==> config.mk <==
export PLATFORM = sky130hd
export DESIGN_NAME = mem_stage
export DESIGN_NICKNAME = d
export VERILOG_FILES = /design/src/rtl/mem_stage.sv
export SDC_FILE = /design/constraint.sdc
export NUM_CORES = 1
export LEC_CHECK = 0
export BUFFER_PORTS_ARGS = -buffer_cell sky130_fd_sc_hd__buf_2
export CORE_MARGIN = 2
export CORE_UTILIZATION = 30
export DETAILED_ROUTE_END_ITERATION = 7
export GPL_TIMING_DRIVEN = 0
export PLACE_DENSITY = 0.66
export SYNTH_ARGS = -nofsm -noshare
export SYNTH_HDL_FRONTEND = slang
export SYNTH_SLANG_ARGS = --single-unit
export TNS_END_PERCENT = 20
==> constraint.sdc <==
create_clock -name clk -period 2.55 [get_ports clk]
set_clock_uncertainty 0.2 [all_clocks]
set_input_delay 0.3825 -clock clk [delete_from_list [all_inputs] [get_ports clk]]
set_output_delay 0.3825 -clock clk [all_outputs]
set_load 0.02 [all_outputs]
==> src/rtl/mem_stage.sv <==
// Memory-access pipeline stage: EX/MEM register, load byte/halfword/word extraction,
// sign/zero extension and write-back select. Drives MEM->WB, MEM->ID forwarding and hi/lo buses.
// Optional feature: define MEM_RDATA_HOLD_EN to capture SRAM read data while MEM is frozen.
module mem_stage (
  input  logic        clk,
  input  logic        rst,
  input  logic [5:0]  stall,
  input  logic [75:0] ex_to_mem_bus,
  input  logic [4:0]  ex_load_bus,
  input  logic [3:0]  data_ram_sel,
  input  logic [65:0] ex_hi_lo_bus,
  input  logic [31:0] data_sram_rdata,
  output logic [69:0] mem_to_wb_bus,
  output logic [37:0] mem_to_rf_bus,
  output logic [65:0] mem_hi_lo_bus
);

  localparam int unsigned ExToMemWd = 76;
  localparam int unsigned LoadBus   = 5;
  localparam int unsigned HiLoWd    = 66;

  logic [ExToMemWd-1:0] ex_mem_q;
  logic [LoadBus-1:0]   load_q;
  logic [3:0]           sel_q;
  logic [HiLoWd-1:0]    hi_lo_q;

  // Bubble: EX/MEM boundary stopped while MEM/WB keeps moving.
  logic bubble;
  logic load_en;
  assign bubble  = stall[3] & ~stall[4];
  assign load_en = ~stall[3];

  // EX/MEM pipeline register: reset, bubble, load or hold.
  always_ff @(posedge clk) begin
    if (rst || bubble) begin
      ex_mem_q <= '0;
      load_q   <= '0;
      sel_q    <= '0;
      hi_lo_q  <= '0;
    end else if (load_en) begin
      ex_mem_q <= ex_to_mem_bus;
      load_q   <= ex_load_bus;
      sel_q    <= data_ram_sel;
      hi_lo_q  <= ex_hi_lo_bus;
    end
  end

  logic [31:0] pc;
  logic        sel_rf_res;
  logic        rf_we;
  logic [4:0]  rf_waddr;
  logic [31:0] ex_result;
  assign pc         = ex_mem_q[75:44];
  assign sel_rf_res = ex_mem_q[38];
  assign rf_we      = ex_mem_q[37];
  assign rf_waddr   = ex_mem_q[36:32];
  assign ex_result  = ex_mem_q[31:0];

  // RAM enables were consumed in EX; stall bits other than 3/4 belong to other stages.
  logic unused_in;
  assign unused_in = ^{ex_mem_q[43:39], stall[5], stall[2:0]};

  logic [31:0] rdata;

`ifdef MEM_RDATA_HOLD_EN
  logic [31:0] rdata_hold_q;
  logic        held_q;

  // Capture read data on the first frozen cycle so a changing SRAM output cannot disturb MEM.
  always_ff @(posedge clk) begin
    if (rst) begin
      rdata_hold_q <= '0;
      held_q       <= 1'b0;
    end else if (bubble || load_en) begin
      held_q <= 1'b0;
    end else if (stall[4] && !held_q) begin
      rdata_hold_q <= data_sram_rdata;
      held_q       <= 1'b1;
    end
  end

  assign rdata = held_q ? rdata_hold_q : data_sram_rdata;
`else
  assign rdata = data_sram_rdata;
`endif

  logic [7:0]  byte_val;
  logic        byte_ok;
  logic [15:0] half_val;
  logic        half_ok;
  logic [31:0] load_data;

  // Lane selection and extension; undefined lane selects yield zero.
  always_comb begin
    byte_val  = '0;
    byte_ok   = 1'b1;
    half_val  = '0;
    half_ok   = 1'b1;
    load_data = '0;
    case (sel_q)
      4'b0001: byte_val = rdata[7:0];
      4'b0010: byte_val = rdata[15:8];
      4'b0100: byte_val = rdata[23:16];
      4'b1000: byte_val = rdata[31:24];
      default: byte_ok  = 1'b0;
    endcase
    case (sel_q)
      4'b0011: half_val = rdata[15:0];
      4'b1100: half_val = rdata[31:16];
      default: half_ok  = 1'b0;
    endcase
    if (load_q[4]) begin
      load_data = byte_ok ? {{24{byte_val[7]}}, byte_val} : '0;
    end else if (load_q[3]) begin
      load_data = byte_ok ? {24'h0, byte_val} : '0;
    end else if (load_q[2]) begin
      load_data = half_ok ? {{16{half_val[15]}}, half_val} : '0;
    end else if (load_q[1]) begin
      load_data = half_ok ? {16'h0, half_val} : '0;
    end else if (load_q[0]) begin
      load_data = rdata;
    end
  end

  logic [31:0] rf_wdata;
  assign rf_wdata = sel_rf_res ? load_data : ex_result;

  assign mem_to_wb_bus = {pc, rf_we, rf_waddr, rf_wdata};
  assign mem_to_rf_bus = {rf_we, rf_waddr, rf_wdata};
  assign mem_hi_lo_bus = hi_lo_q;

endmodule

After elaboration in Yosys (flattened, before gate mapping)
Index checks and enable logic that the tools add are counted.
{"block": "totals", "input_bits": 191, "elab_cells": 29, "out_inout_bits": 174, "reg_bits": 151}
{"block": "classes", "n_eq_ne": 6, "bitwise_logic": 2, "n_reduce_logical": 3, "mux": 14}
{"op": "32-bit 2-to-1 mux", "count": 8}
{"op": "16-bit one-hot mux with 2 select lines", "count": 1}
{"op": "8-bit one-hot mux with 4 select lines", "count": 1}
{"op": "16-bit 2-to-1 mux", "count": 1}
{"op": "4-bit by 2-bit == test with 1-bit output (second input constant)", "count": 2}
{"op": "4-bit == test (second input constant)", "count": 2}
{"op": "8-bit 2-to-1 mux", "count": 1}
{"op": "4-bit by 1-bit == test with 1-bit output (second input constant)", "count": 1}
{"op": "4-bit by 3-bit == test with 1-bit output (second input constant)", "count": 1}
{"op": "4-bit OR reduction", "count": 1}
{"op": "1-bit 2-to-1 mux", "count": 2}
{"op": "2-bit OR reduction", "count": 1}
{"op": "1-bit AND", "count": 1}
{"op": "1-bit logical OR", "count": 1}
{"op": "1-bit inverter", "count": 1}

Depth between registers and ports, before layout
Gate-level depths: netlist of the first run.
{"block": "logic_depth", "word_depth": 9, "mapped_depth": 8, "mapped_depth_nobuf": 4}

Worst setup path after synthesis of the first run
No wires, ideal clock.
{"block": "synth_path", "path_kind": "reg-to-output", "from": "register sel_q[0]", "to": "output port mem_to_wb_bus[0]", "required_ns": 1.967, "stages_incl_launch_ff": 9, "t_arrival_ns": 1.773, "path_slack_ns": 0.195, "cell_sequence": "dfxtp_1 > buf_2 > and4bb_1 > buf_6 > and3_1 > buf_6 > a32oi_1 > o221ai_1 > buf_4"}
{"block": "synth_via", "elab_chain_cells": 9, "elab_cells_between_ends": 21, "cone_classes": "eq/ne: 6; mux: 13; reduce/logical: 2"}
{"element": "start: declaration", "line_no": "24", "source": "logic [3:0] sel_q;"}
{"element": "start signal: assignment", "line_no": "43", "source": "sel_q <= data_ram_sel;"}
{"element": "4-bit == test or 4-bit by 2-bit == test with 1-bit output (tied branches)", "line_no": "107", "source": "case (sel_q)"}
{"element": "2-bit OR reduction (no line)"}
{"element": "1-bit 2-to-1 mux", "line_no": "107"}
{"element": "16-bit 2-to-1 mux", "line_no": "119", "source": "load_data = half_ok ? {16'h0, half_val} : '0;"}
{"element": "32-bit 2-to-1 mux", "line_no": "118", "source": "end else if (load_q[1]) begin"}
{"element": "32-bit 2-to-1 mux", "line_no": "116", "source": "end else if (load_q[2]) begin"}
{"element": "32-bit 2-to-1 mux", "line_no": "114", "source": "end else if (load_q[3]) begin"}
{"element": "32-bit 2-to-1 mux *", "line_no": "112", "source": "if (load_q[4]) begin"}
{"element": "32-bit 2-to-1 mux *", "line_no": "126", "source": "assign rf_wdata = sel_rf_res ? load_data : ex_result;"}
{"element": "end: declaration", "line_no": "13", "source": "output logic [69:0] mem_to_wb_bus,"}
Every way passes the cells marked *; elsewhere a longest branch is shown, timed or not.

Worst setup path after layout of the first run
{"block": "layout_path", "from": "register sel_q[1]", "to": "output port mem_to_wb_bus[4]"}
The elaborated chain is that of the path after synthesis.

==> out/results.ini, run 1 <==
[status]
status=finished, violations left
failed_checks=negative setup slack

[worst_setup_path]
required_ps=1970
crit_top_cell=buf_6
reg2reg_from=load_q[2]$_SDFFE_PP0N_
rr_worst_depth=5
crit_buf_inv=5
max_stage_delay_ps=510
crit_slowest_cell=a222oi_1
path_max_fanout=7
path_delay_family=compound AO/OA/AOI/OAI gates
path_class=reg2out
reg2reg_to=load_q[2]$_SDFFE_PP0N_
path_cells=buf_6 -> buf_6 -> nor4b_4 -> buf_4 -> a222oi_1 -> o221ai_2 -> buf_4 -> buf_6
reg2reg_slack_ps=1050
arrival_ps=2280
end_kind=output pin
cp-start-kind=register

[floorplanning]
dieHeight_um=156
die-width_um=156
die_area_um2=24300
initial_core_util_pct=30.6
ioPinCount=365
core_um2=22600
rows=55

[min_path]
hold_start=ex_to_mem_bus[63]
min_path_type=in2reg
min_path_cells=3
holdPathEnd=ex_mem_q[63]$_SDFFE_PP0N_

[synth]
ys.flop_type=dfxtp_1
ys_types=40
synth_nets=905
synth_edf_count=0
synth-seq-area-share_pct=42.2
yosysTopAreaCellShare_pct=42.2
syn_area_per_cell_um2=9.70
synth_top_cell_by_area=dfxtp_1
netlist_area_um2=6930
synth_warnings=0
ys_ff_latch=146
async_reset_ff_share_pct=0
synthTopCellsByArea=dfxtp_1 (42%), mux2i_1 (21%), buf_4 (8.3%)
syn_inst=714

[power_and_ir_drop]
p_per_area_nw_per_um2=573
p_leak_nw=5.73
internal_power_mw=4.67
p_clk_share_pct=40.7
switching_share_pct=28.6
peakVddDrop_mv=0.389
seq_power_share_pct=37.7
p_comb_share_pct=21.6
switching_power_mw=1.87

[finish]
area_delta_synth_final_pct=64.7
mostFrequentLayoutCells=buf_2 (319), nor2_1 (148), mux2i_1 (146)
final_cells=1497
nNetsFinal=1386
num-fill-cells=2052
final_common_cell=buf_2
drive_gt1_share_pct=47.1

[place]
place_hpwl_mm=18.6
dpl.cell_count=1353
place_congestion=0.814
pre_cts_ws_ps=-246
io_buffers=354

[routing]
postRouteAntennaNets=0
drc_errors=0
firstDrtPassIters=5
via_count=7162
drt_first_iter_violations=471
routed_wl_mm=26.7
vias_per_cell=4.78
wl_per_cell_um=17.8

[global_route]
grt_util_met1_pct=22.4
grt_pass1_wl_mm=39.2
grtUsageMet2_pct=38.7
grt-ovfl-total=0
grtUsageTotal_pct=20.8
antenna_found_initial=8
grt_util_met3_pct=5.67
grt-busiest-layer=met2
grt_pass1_vias=7347
grt_start_max_net_pins=17

[sta]
tightest_slew_ps=823
final_max_slew_viol_count=0
whs_ps=11.4
fin_crit_sh_pct=112
rsz0062_at_grt=true
setup_viol=64
maxSlewHeadroom_pct=45.1
timing.final.ws_setup_ps=-314
fmax_mhz=349
finalHoldViolCount=0
period_needed_ps=2860

[clock_network]
clk_latency_ps=410
root_buffer=clkbuf_16
cts_tree=yes
cts-buffers-inserted=17
cts_buffer_depth=2
clock-sinks=146
h-tree-depth=4
clk_pin_slew_worst_paths_ps=70

[run]
maxCapViolations=0

[cell families after synthesis]
| family | count (synthesis) | synth area share [%] |
|---|---|---|
| mux | 146 | 21.1 |
| compound gates | 91 | 12.0 |
| flops | 146 | 42.2 |
| simple gates | 177 | 11.2 |
| buf+inv | 154 | 13.5 |
[per-stage QoR]
step | area (um^2) | power, mW | util (%) | setup TNS [ps]
global route | 11400 | 6.81 | 50.4 | -16390
detailed placement | 9060 | 3.64 | 40.0 | -2530
floorplan | 6930 | 3.21 | - | 0
CTS | 11200 | 6.54 | 49.3 | -11680
finish | 11400 | 6.54 | 50.4 | -12080
global placement | 9060 | 3.63 | 40.0 | -2070
[per-layer routing]
layer  share of wire [%]  wire length, um
met5                0.19               51
met4                 2.9              772
met3                 6.9             1850
met2                  52            13900
met1                  38            10100
[tightest hold or removal path, cell delays in order]
cell and delay [ps]:
buf_2 80, mux2i_1 50, nor2_1 80
[synth_stat cells, drive strengths merged (6+ instances only)]
master  number
inv         23
nand3b       6
o221ai      23
a222oi       6
buf        105
mux2i      146
a21oi       19
a221o        9
a32oi        6
a32o         8
or3          8
clkbuf      25
dfxtp      146
nor2       149
a22o         7
[worst max-delay path by stage]
stage / startpoint / endpoint / slack (ps) / depth (start not counted)
after floorplan: sel_q[0]$_SDFFE_PP0N_ / mem_to_wb_bus[0] / 190 / 8
after global routing: sel_q[1]$_SDFFE_PP0N_ / mem_to_wb_bus[28] / -370 / 8
final: sel_q[1]$_SDFFE_PP0N_ / mem_to_wb_bus[4] / -310 / 8
after global placement: ex_mem_q[38]$_SDFFE_PP0N_ / mem_to_wb_bus[4] / -230 / 8
after CTS: sel_q[1]$_SDFFE_PP0N_ / mem_to_wb_bus[14] / -280 / 7
after detailed placement: ex_mem_q[38]$_SDFFE_PP0N_ / mem_to_wb_bus[4] / -250 / 8
[final cells by class]
type,count,area (um^2),area share [%]
Tap cell,285,357,3.13
Antenna cell,5,12.5,0.110
Clock inverter,13,175,1.54
Buffer,127,931,8.16
Multi-Input combinational cell,414,3370,29.6
Inverter,24,90.1,0.790
Sequential cell,146,2930,25.7
Clock buffer,18,439,3.85
Timing Repair Buffer,465,3100,27.2
[state kept, by name, summed over array words and instances (netlist names)]
name / cells
sel_q: 4
load_q: 5
mem_hi_lo_bus: 66
ex_mem_q: 71
[power by group through the flow]
stage / logic [mW] / clock network [mW] / registers [mW]
after detailed placement: 1.13 / 0 / 2.51
after global routing: 1.51 / 2.83 / 2.48
after global placement: 1.12 / 0 / 2.50
final: 1.41 / 2.66 / 2.46
after floorplan: 0.647 / 0 / 2.56
after CTS: 1.35 / 2.73 / 2.46
[what timing repair did]
action	in CTS	in global routing
endpoints found under the hold margin	88	1
buffers inserted	14	6
pin swaps	30	21
hold buffers	88	1
setup endpoints to repair	64	64
resized for setup	136	34
gates cloned	1	2
Note: power is estimated with default switching activity, not from simulation.
==> inputs of run 2 (changes only) <==
Settings changed: CTS_BUF_LIST set to sky130_fd_sc_hd__clkbuf_4.
==> run 2 against run 1 <==
  * Flip-flop and latch count unchanged
  * Largest power group is now sequential cells
  * Largest cell class unchanged
  * Combinational power increased by 3%
  * Wire length increased by 1.4%
  * The run still ends with negative setup slack left
  * Sequential power about the same
  * Highest routed layer unchanged
  * Worst hold slack improved by 180 ps
==> out/results.ini, run 2 (same netlist as run 1, synthesis figures left out) <==
[floorplanning]
dieHeight_um=156
rows=55
initial_core_util_pct=30.6
core_um2=22600
ioPinCount=365
die-width_um=156
die_area_um2=24300

[routing]
firstDrtPassIters=5
via_count=7254
wl_per_cell_um=17.6
drt_first_iter_violations=473
drc_errors=0
vias_per_cell=4.71
routed_wl_mm=27.1
postRouteAntennaNets=0

[worst_setup_path]
path_cells=buf_6 -> buf_6 -> nor4b_4 -> a222oi_1 -> o221ai_2 -> buf_4 -> buf_6
arrival_ps=2400
path_delay_family=buffers and inverters
rr_worst_depth=5
crit_slowest_cell=nor4b_4
max_stage_delay_ps=450
required_ps=1970
end_kind=output pin
crit_top_cell=buf_6
path_class=reg2out
reg2reg_slack_ps=1050
crit_buf_inv=4
cp-start-kind=register
reg2reg_to=load_q[2]$_SDFFE_PP0N_
reg2reg_from=load_q[2]$_SDFFE_PP0N_
path_max_fanout=7

[sta]
timing.final.ws_setup_ps=-432
rsz0062_at_grt=true
final_max_slew_viol_count=0
finalHoldViolCount=0
tightest_slew_ps=846
setup_viol=64
period_needed_ps=2980
maxSlewHeadroom_pct=43.6
fin_crit_sh_pct=117
whs_ps=191
fmax_mhz=335

[finish]
regMostFlops=ex_mem_q
area_delta_synth_final_pct=65.2
nNetsFinal=1431
multi_input_area_um2=3330
final_cells=1541
num-fill-cells=2018
mostFrequentLayoutCells=buf_2 (322), nor2_1 (148), mux2i_1 (146), dlygate4sd3_1 (146), dfxtp_1 (141)
final_common_cell=buf_2
regArea_um2=2930
drive_gt1_share_pct=44.3
utilization_pct=50.6
largest_reg_flops=71

[clock_network]
clk_latency_ps=520
h-tree-depth=4
cts-buffers-inserted=17
cts_tree=yes
clock-sinks=146
root_buffer=clkbuf_4
cts_buffer_depth=2
clk_pin_slew_worst_paths_ps=150

[min_path]
min_path_cells=4
hold_start=stall[3]
holdPathEnd=ex_mem_q[51]$_SDFFE_PP0N_
min_path_type=in2reg

[global_route]
grt_pass1_vias=7593
grt_start_max_net_pins=17
grt_pass1_wl_mm=40.8
antenna_found_initial=6
grt-ovfl-total=0
grtUsageTotal_pct=21.7

[power_and_ir_drop]
p_per_area_nw_per_um2=486
peakVddDrop_mv=0.341
total_power_mw=5.56
p_leak_nw=5.74

[status]
failed_checks=negative setup slack
status=finished, violations left

[place]
dpl.cell_count=1353
pre_cts_ws_ps=-246
io_buffers=354
place_hpwl_mm=18.6
place_congestion=0.814

[run]
maxCapViolations=0

==> run 2: metrics by stage <==
stage	area, um^2	TNS, ps
3_3_place_gp	9060	-2070
2_1_floorplan	6930	0
5_1_grt	11400	-28950
6_report	11400	-21130
4_1_cts	11300	-23840
3_5_place_dp	9060	-2530
==> run 2: per-layer routing <==
metal	share of wire (%)	global-route usage, %
met5	0.092	0
met4	2.7	8.08
met3	6.7	5.25
met2	52	40.8
met1	38	23.5
==> run 2: power by group <==
group	switching, mW	internal, mW	total, mW
logic	0.728	0.717	1.45
registers	0.0672	2.40	2.47
clock network	0.958	0.691	1.65
==> run 2: worst max path at each step <==
stage | startpoint | endpoint | slack, ps | cells past startpoint
global placement | ex_mem_q[38]$_SDFFE_PP0N_ | mem_to_wb_bus[4] | -230 | 8
floorplan | sel_q[0]$_SDFFE_PP0N_ | mem_to_wb_bus[0] | 190 | 8
finish | sel_q[1]$_SDFFE_PP0N_ | mem_to_wb_bus[4] | -430 | 7
CTS | load_q[1]$_SDFFE_PP0N_ | mem_to_wb_bus[10] | -470 | 6
detailed placement | ex_mem_q[38]$_SDFFE_PP0N_ | mem_to_wb_bus[4] | -250 | 8
global route | sel_q[1]$_SDFFE_PP0N_ | mem_to_wb_bus[21] | -540 | 8
==> run 2: tightest hold or removal path: cells and delay by family <==
kind                   cells  cell delay [ps]
buffers and inverters      2              310
multiplexers               1              140
AND/OR/NAND/NOR            1               70
==> run 2: cell type report <==
class | count | area share, %
repair buffers | 510 | 30.7
multi-input cells | 414 | 29.1
inverters | 24 | 0.787
diodes | 4 | 0.0874
plain buffers | 127 | 7.90
well taps | 285 | 3.12
clock inverters | 14 | 1.56
clock buffers | 17 | 1.11
flip-flops and latches | 146 | 25.6
==> run 2: repair_timing <==
| action | 4_1_cts | 5_1_grt |
|---|---|---|
| hold endpoints to repair | 146 | 0 |
| pin swaps | 32 | 11 |
| gates cloned | 1 | 0 |
| gates resized for setup | 113 | 36 |
| setup endpoints to repair | 64 | 64 |
| hold buffers | 146 | 0 |
| buffers inserted | 18 | 0 |
==> inputs of run 3 (changes only) <==
Settings changed: PLACE_DENSITY 0.66 to not set.
==> run 3 against run 2 <==
  * The run still ends with negative setup slack left
  * Critical path type unchanged
  * Maximum frequency shrank 0.34%
  * Critical path depth grew 1
  * Sequential share of layout area shrank 0.34 points
  * Register-to-register slack gained 50 ps
==> out/results.ini, run 3 (same netlist as run 1, synthesis figures left out) <==
[sta]
fin_crit_sh_pct=117
setup_viol=64
tightest_slew_ps=962
period_needed_ps=2990
timing.final.ws_setup_ps=-443
fin_tns_setup_ps=-21820
maxSlewHeadroom_pct=35.9
fmax_mhz=334
final_max_slew_viol_count=0
whs_ps=186
finalHoldViolCount=0
rsz0062_at_grt=true

[finish]
nNetsFinal=1432
drive_gt1_share_pct=44.4
mostFrequentLayoutCells=buf_2 (318), nor2_1 (148), mux2i_1 (146), dlygate4sd3_1 (146), dfxtp_1 (140)
largest_reg_flops=71
area_delta_synth_final_pct=67.5
regMostFlops=ex_mem_q
final_common_cell=buf_2

[place]
place_hpwl_mm=18.8
io_buffers=354
place_congestion=0.791

[worst_setup_path]
reg2reg_from=load_q[2]$_SDFFE_PP0N_
rr_worst_depth=5
crit_start=sel_q[0]$_SDFFE_PP0N_
path_max_fanout=8
reg2reg_slack_ps=1100
path_class=reg2out
required_ps=1970
cp-start-kind=register
reg2reg_to=load_q[2]$_SDFFE_PP0N_
arrival_ps=2410
end_kind=output pin

[floorplanning]
die_area_um2=24300
core_um2=22600
ioPinCount=365
die-width_um=156
rows=55
dieHeight_um=156
initial_core_util_pct=30.6

[global_route]
grt_pass1_wl_mm=39.8
grt-ovfl-total=0
grt_util_met1_pct=23.6
grt_util_met3_pct=6.53
antenna_found_initial=9
grtUsageTotal_pct=21.2
grt_start_max_net_pins=17
grtUsageMet2_pct=38.2
grt-busiest-layer=met2
grt_pass1_vias=7383

[clock_network]
cts_tree=yes
root_buffer=clkbuf_4
cts-buffers-inserted=17
clock-sinks=146
clk_pin_slew_worst_paths_ps=160
cts_buffer_depth=2
h-tree-depth=4
clk_latency_ps=520

[power_and_ir_drop]
p_leak_nw=5.80
p_per_area_nw_per_um2=490
peakVddDrop_mv=0.285

[min_path]
holdPathEnd=ex_mem_q[49]$_SDFFE_PP0N_
hold_start=stall[3]
min_path_type=in2reg
min_path_cells=4

[run]
maxCapViolations=0

[routing]
vias_per_cell=4.62
drt_first_iter_violations=399
routed_wl_mm=26.6
via_count=7138
wl_per_cell_um=17.2
firstDrtPassIters=5
postRouteAntennaNets=0
drc_errors=0

[status]
failed_checks=negative setup slack
status=finished, violations left

-- run 3: changes by cell type in the layout (fill, tap and decap cells not counted), moves of 2 or more --
cell,before,now
diode_2,4,7
clkinvlp_4,4,2
clkbuf_16,0,2
buf_2,322,318
buf_6,30,43
buf_4,111,100
-- run 3: final cells by class --
type / instances / area [um^2]
Fill cell: 2051 / 11000
Timing Repair Buffer: 511 / 3620
Multi-Input combinational cell: 414 / 3340
Sequential cell: 146 / 2930
Buffer: 127 / 925
Tap cell: 285 / 357
Clock inverter: 13 / 196
Clock buffer: 18 / 135
Inverter: 24 / 90.1
Antenna cell: 7 / 17.5
-- run 3: worst max-delay path by stage --
stage                                    to  slack, ps  depth (start not counted)
after floorplan            mem_to_wb_bus[0]        190                          8
after global placement     mem_to_wb_bus[2]       -260                          8
after detailed placement   mem_to_wb_bus[2]       -260                          8
after CTS                 mem_to_wb_bus[21]       -500                          8
after global routing      mem_to_wb_bus[21]       -590                          8
final                      mem_to_wb_bus[8]       -440                          8
-- run 3: metrics by stage --
| step | util [%] | setup WS (ps) | instances | power (mW) | cell area (um^2) |
|---|---|---|---|---|---|
| 3_5_place_dp | 40.0 | -262 | 1353 | 3.64 | 9060 |
| 3_3_place_gp | 40.0 | -260 | 1353 | 3.63 | 9060 |
| 5_1_grt | 51.2 | -588 | 1543 | 5.95 | 11600 |
| 4_1_cts | 49.8 | -502 | 1535 | 5.68 | 11300 |
| 2_1_floorplan | - | 195 | 714 | 3.21 | 6930 |
| 6_report | 51.3 | -443 | 1545 | 5.68 | 11600 |
-- run 3: timing repair --
action                                 CTS  global route
gates resized for setup                102            60
hold buffers                           146             0
endpoints found under the hold margin  146             0
buffers inserted                        12             1
pin swaps                               26            17
gates cloned                             0             2
setup endpoints to repair               64            64
-- run 3: power by group --
| group | leakage (nW) | internal (mW) | switching, mW |
|---|---|---|---|
| clock network | 0.171 | 0.804 | 0.967 |
| registers | 1.20 | 2.40 | 0.0658 |
| logic | 4.43 | 0.730 | 0.720 |
| total | 5.80 | 3.93 | 1.75 |
-- run 3: critical path, stage by stage (launching register included) --
cell and delay [ps]:
dfxtp_2 370, buf_6 120, and4bb_1 250, buf_6 150, buf_6 120, a32o_1 250, a221o_1 340, buf_4 150
buf_6 120
-- run 3: per-layer routing --
metal	vias to the layer above	part of all wire (%)
met5	-	0.14
met4	6	2.5
met3	42	6.9
met2	298	50
met1	3324	40
li1	3468	-
